[config.mk]
export PLATFORM = sky130hd
export DESIGN_NAME = fifo_wr_arbiter
export DESIGN_NICKNAME = d
export VERILOG_FILES = /design/src/rtl/fifo_wr_arbiter.sv
export SDC_FILE = /design/constraint.sdc
export NUM_CORES = 1
export LEC_CHECK = 0
export ABC_AREA = 1
export CORE_AREA = 2 2 132 134
export CTS_BUF_LIST = sky130_fd_sc_hd__clkbuf_8 sky130_fd_sc_hd__clkbuf_16
export DETAILED_ROUTE_END_ITERATION = 10
export DIE_AREA = 0 0 134 136
export DONT_BUFFER_PORTS = 1
export SYNTH_ARGS = -nofsm -noshare
export SYNTH_HDL_FRONTEND = slang
export SYNTH_SLANG_ARGS = --single-unit
[constraint.sdc]
create_clock -name clk -period 1.6 [get_ports clk]
set_input_delay 0.32 -clock clk [delete_from_list [all_inputs] [get_ports clk]]
set_output_delay 0.32 -clock clk [all_outputs]
set_load 0.02 [all_outputs]
[src/rtl/fifo_wr_arbiter.sv]
// Round-robin, packet-atomic write arbiter that merges NUM_REQ requesters into a single FIFO write port.
// Define FIFO_WR_ARBITER_STATS_EN to add per-requester accepted-word counters (stat_sel/stat_cnt).
module fifo_wr_arbiter #(
  parameter int NUM_REQ = 4,
  parameter int DATA_W  = 64
) (
  input  logic                      clk,
  input  logic                      res_n,
  input  logic [NUM_REQ-1:0]        req,
  input  logic [NUM_REQ-1:0]        req_last,
  input  logic [NUM_REQ*DATA_W-1:0] req_data,
  output logic [NUM_REQ-1:0]        ack,
  output logic [NUM_REQ-1:0]        grant,
  input  logic                      fifo_full,
  output logic                      shift_in,
  output logic [DATA_W-1:0]         data_in
`ifdef FIFO_WR_ARBITER_STATS_EN
  ,
  input  logic [$clog2(NUM_REQ)-1:0] stat_sel,
  output logic [15:0]                stat_cnt
`endif
);

  localparam int IDX_W = $clog2(NUM_REQ);

  typedef enum logic {IDLE, BUSY} state_t;

  state_t           state;
  logic [IDX_W-1:0] grant_idx;
  logic [IDX_W-1:0] last_winner;
  logic [IDX_W-1:0] rr_winner;
  logic             rr_found;
  logic [DATA_W-1:0] words [NUM_REQ];

  for (genvar i = 0; i < NUM_REQ; i++) begin : g_words
    assign words[i] = req_data[i*DATA_W +: DATA_W];
  end

  // Search starts one past the previous winner so every requester gets a turn.
  always_comb begin
    int               idx;
    logic [IDX_W-1:0] cand;
    rr_found  = 1'b0;
    rr_winner = '0;
    idx       = 0;
    cand      = '0;
    for (int k = 1; k <= NUM_REQ; k++) begin
      idx = int'(last_winner) + k;
      if (idx >= NUM_REQ) idx = idx - NUM_REQ;
      cand = IDX_W'(idx);
      if (!rr_found && req[cand]) begin
        rr_found  = 1'b1;
        rr_winner = cand;
      end
    end
  end

  always_comb begin
    ack     = '0;
    data_in = '0;
    if (state == BUSY) begin
      ack[grant_idx] = req[grant_idx] & ~fifo_full;
      data_in        = words[grant_idx];
    end
    shift_in = |ack;
  end

  always_ff @(posedge clk or negedge res_n) begin
    if (!res_n) begin
      state       <= IDLE;
      grant       <= '0;
      grant_idx   <= '0;
      last_winner <= IDX_W'(NUM_REQ - 1);
    end else begin
      case (state)
        IDLE: begin
          if (rr_found) begin
            grant     <= NUM_REQ'(1) << rr_winner;
            grant_idx <= rr_winner;
            state     <= BUSY;
          end
        end
        BUSY: begin
          // Grant is released only on an accepted last word; nothing preempts a packet.
          if (ack[grant_idx] && req_last[grant_idx]) begin
            last_winner <= grant_idx;
            grant       <= '0;
            state       <= IDLE;
          end
        end
        default: begin
          state <= IDLE;
          grant <= '0;
        end
      endcase
    end
  end

`ifdef FIFO_WR_ARBITER_STATS_EN
  logic [15:0] word_cnt [NUM_REQ];

  always_ff @(posedge clk or negedge res_n) begin
    if (!res_n) begin
      for (int i = 0; i < NUM_REQ; i++) word_cnt[i] <= '0;
    end else begin
      for (int i = 0; i < NUM_REQ; i++) begin
        if (ack[i] && word_cnt[i] != 16'hFFFF) word_cnt[i] <= word_cnt[i] + 16'd1;
      end
    end
  end

  assign stat_cnt = (int'(stat_sel) < NUM_REQ) ? word_cnt[stat_sel] : 16'd0;
`endif

endmodule

==> results.py <==
metrics = {
    "floorplanning": {
        "core_area_um2": 16900,
        "dieArea_um2": 18200,
        "initial_core_util": 0.149,
        "ios": 340,
        "fp.dieW_um": 134,
        "dieHeight_um": 136,
        "rows": 48,
    },
    "global_routing": {
        "grt_usage": 0.137,
        "antenna_found_initial": 0,
        "grt_pass1_vias": 3654,
        "grt_max_degree": 69,
        "grt_overflow": 0,
        "grt_pass1_wl_um": 19700,
    },
    "sta": {
        "hold_viol": 0,
        "clock_skew_ps": 0.701,
        "worst_slack_ps": -423,
        "finalCriticalPeriod_ps": 2020,
        "setup_viol": 78,
        "rsz0062_at_grt": "true",
        "max_slew_margin": 0.719,
        "fin_crit_sh": 1.26,
        "drv_slew": 0,
        "worst_pin_slew_ps": 420,
        "fmax_mhz": 494,
    },
    "place": {
        "routabilityCongestion": 0.811,
        "port_buffers": 0,
        "dp.final_hpwl_um": 10700,
        "place_area_um2": 4060,
        "dp_slack_ps": -206,
    },
    "drt": {
        "drtPass1Iterations": 4,
        "wl_per_cell_um": 21.3,
        "antenna_left": 0,
        "drt_iter0_drc": 151,
        "totalWireLength_um": 14500,
        "vias_per_cell": 5.60,
        "vias": 3808,
        "route.detailed.drc": 0,
    },
    "synthesis": {
        "synth_edf_count": 0,
        "synthDistinctLibCells": 27,
        "postSynthCellCount": 419,
        "synth.top_cell.area_share": 0.289,
        "syn-cell-area_um2": 2510,
        "synth-main-ff-cell": "dfrtp_1",
        "yosysTopAreaCell": "nand3_1",
        "avgSynthCellArea_um2": 6.00,
        "ys_ff_latch": 9,
        "synth_warnings": 0,
        "synth_nets": 686,
        "async_flop_share": 1.00,
        "synth_area_leaders": "nand3_1 29%, a22oi_1 19%, a31oi_1 16%, dfrtp_1 7.0%, clkbuf_1 5.4%",
        "yosysSeqAreaShare": 0.0906,
    },
    "setup_path": {
        "cp_cell_sequence": "buf_12 -> nor2_4 -> buf_6 -> buf_12 -> a22oi_1 -> a31oi_2 -> buf_4",
        "critPathMaxFanout": 21,
        "cpMostUsedCell": "buf_12",
        "criticalPathCategory": "reg2out",
        "reg2reg_depth": 11,
        "end_kind": "output port",
        "critical-path-max-stage-delay_ps": 490,
        "worstPathRequired_ps": 1280,
        "crit_arrival_ps": 1700,
        "cp.depth": 7,
        "cpLargestDelayFamily": "buffers and inverters",
        "critPathLaunchType": "register",
        "critPathSlowestCell": "dfrtp_4",
        "crit_buf_inv": 4,
    },
    "cells_and_area": {
        "multiInputGateArea_um2": 3250,
        "area_delta_synth_final_pct": 93.6,
        "layout_common_cells": "131 x nand3_1, 55 x a22oi_1, 51 x a31oi_4",
        "ff_latch_area_um2": 233,
        "drive_gt1_frac": 0.527,
        "layout_commonest_cell": "nand3_1",
        "diodes": 0,
        "finalNetCount": 723,
        "fill_cells": 1749,
        "final_area_um2": 4860,
    },
    "status": {
        "outcome": "complete, but fails checks",
        "violations": "negative setup slack",
    },
    "pwr": {
        "cellPowerDensity_nw_per_um2": 2530,
        "vdd_drop_max_mv": 1.13,
        "leakage_nw": 1.45,
    },
    "clock_tree": {
        "clk_latency_ps": 230,
        "cts_buffers": 3,
        "path_clk_slew_ps": 40,
        "cts.sinks": 9,
        "htree_levels": 1,
        "clock-root-buffer": "clkbuf_16",
        "clock_path_buffers": 2,
        "cts_tree": "done",
    },
    "worst_hold_path": {
        "hp-class": "in2async",
    },
    "run": {
        "max_cap_viol_count": 0,
    },
}
worst paths after layout:
check / start / endpoint / slack, ps
setup reg to reg: last_winner[0] / grant[0] / -250
min in group clk: fifo_full / last_winner[1] / 520
max in group asynchronous: res_n / grant_idx[1] / 810
hold / removal: res_n / grant[2] / 460
hold reg to reg: state / state / 580
setup / recovery: grant_idx[1] / data_in[10] / -420
per-stage QoR:
stage / std cells / TNS, ps / power (mW) / utilization / hold slack (ps)
6_report: 680 / -26580 / 12.3 / 0.288 / 460
5_1_grt: 680 / -32500 / 13.0 / 0.288 / 492
4_1_cts: 676 / -26760 / 11.7 / 0.273 / 473
3_5_place_dp: 648 / -8690 / 9.91 / 0.241 / 24.8
3_3_place_gp: 648 / -8590 / 9.85 / 0.241 / 24.7
2_1_floorplan: 419 / -3600 / 7.85 / - / 24.4
layout make-up:
cell class | count | area share
clock inverters | 1 | 0.000772
repair buffers | 82 | 0.196
clock buffers | 3 | 0.0154
multi-input cells | 347 | 0.669
well taps | 225 | 0.0579
inverters | 13 | 0.0136
flip-flops and latches | 9 | 0.0478
synthesized netlist by cell type, types with 3 or more instances:
| master | n |
|---|---|
| nand2_2 | 7 |
| nor2_1 | 11 |
| clkbuf_1 | 36 |
| inv_2 | 4 |
| nand4_1 | 3 |
| o22ai_1 | 4 |
| dfrtp_1 | 7 |
| nand2_1 | 28 |
| a31oi_1 | 64 |
| a22oi_1 | 64 |
| inv_1 | 8 |
| buf_2 | 4 |
| buf_1 | 10 |
| nand3_1 | 145 |
| nand2_4 | 8 |
routing by layer:
metal,track usage,share of wire,up-vias
li1,-,-,1702
met1,0.157,0.36,1847
met2,0.256,0.53,239
met3,0.0302,0.088,20
met4,0.0325,0.020,0
met5,0,0,-
timing repair:
| action | in CTS | in global routing |
|---|---|---|
| buffers inserted | 19 | 3 |
| gates cloned | 4 | 1 |
| hold buffers | 1 | 0 |
| endpoints found under the setup margin | 78 | 78 |
| gates resized for setup | 49 | 44 |
| hold endpoints to repair | 9 | 0 |
| pin swaps | 20 | 25 |
kinds of logic (layout without fill, tap and decap cells):
logic type,count (synthesis),after routing,share of synthesized area
compound gates,141,142,0.385
buf+inv,64,99,0.103
flops,9,9,0.0906
simple gates,205,205,0.421
flip-flops by register name, indices dropped and copies added, names as in the netlist:
register	cells
grant_idx	2
grant	4
last_winner	2
state	1
power breakdown:
| group | switching [mW] | internal (mW) |
|---|---|---|
| clock | 0.108 | 0.326 |
| sequential | 0.181 | 0.342 |
| combinational | 6.79 | 4.56 |
(Power assumes the default switching activity.)
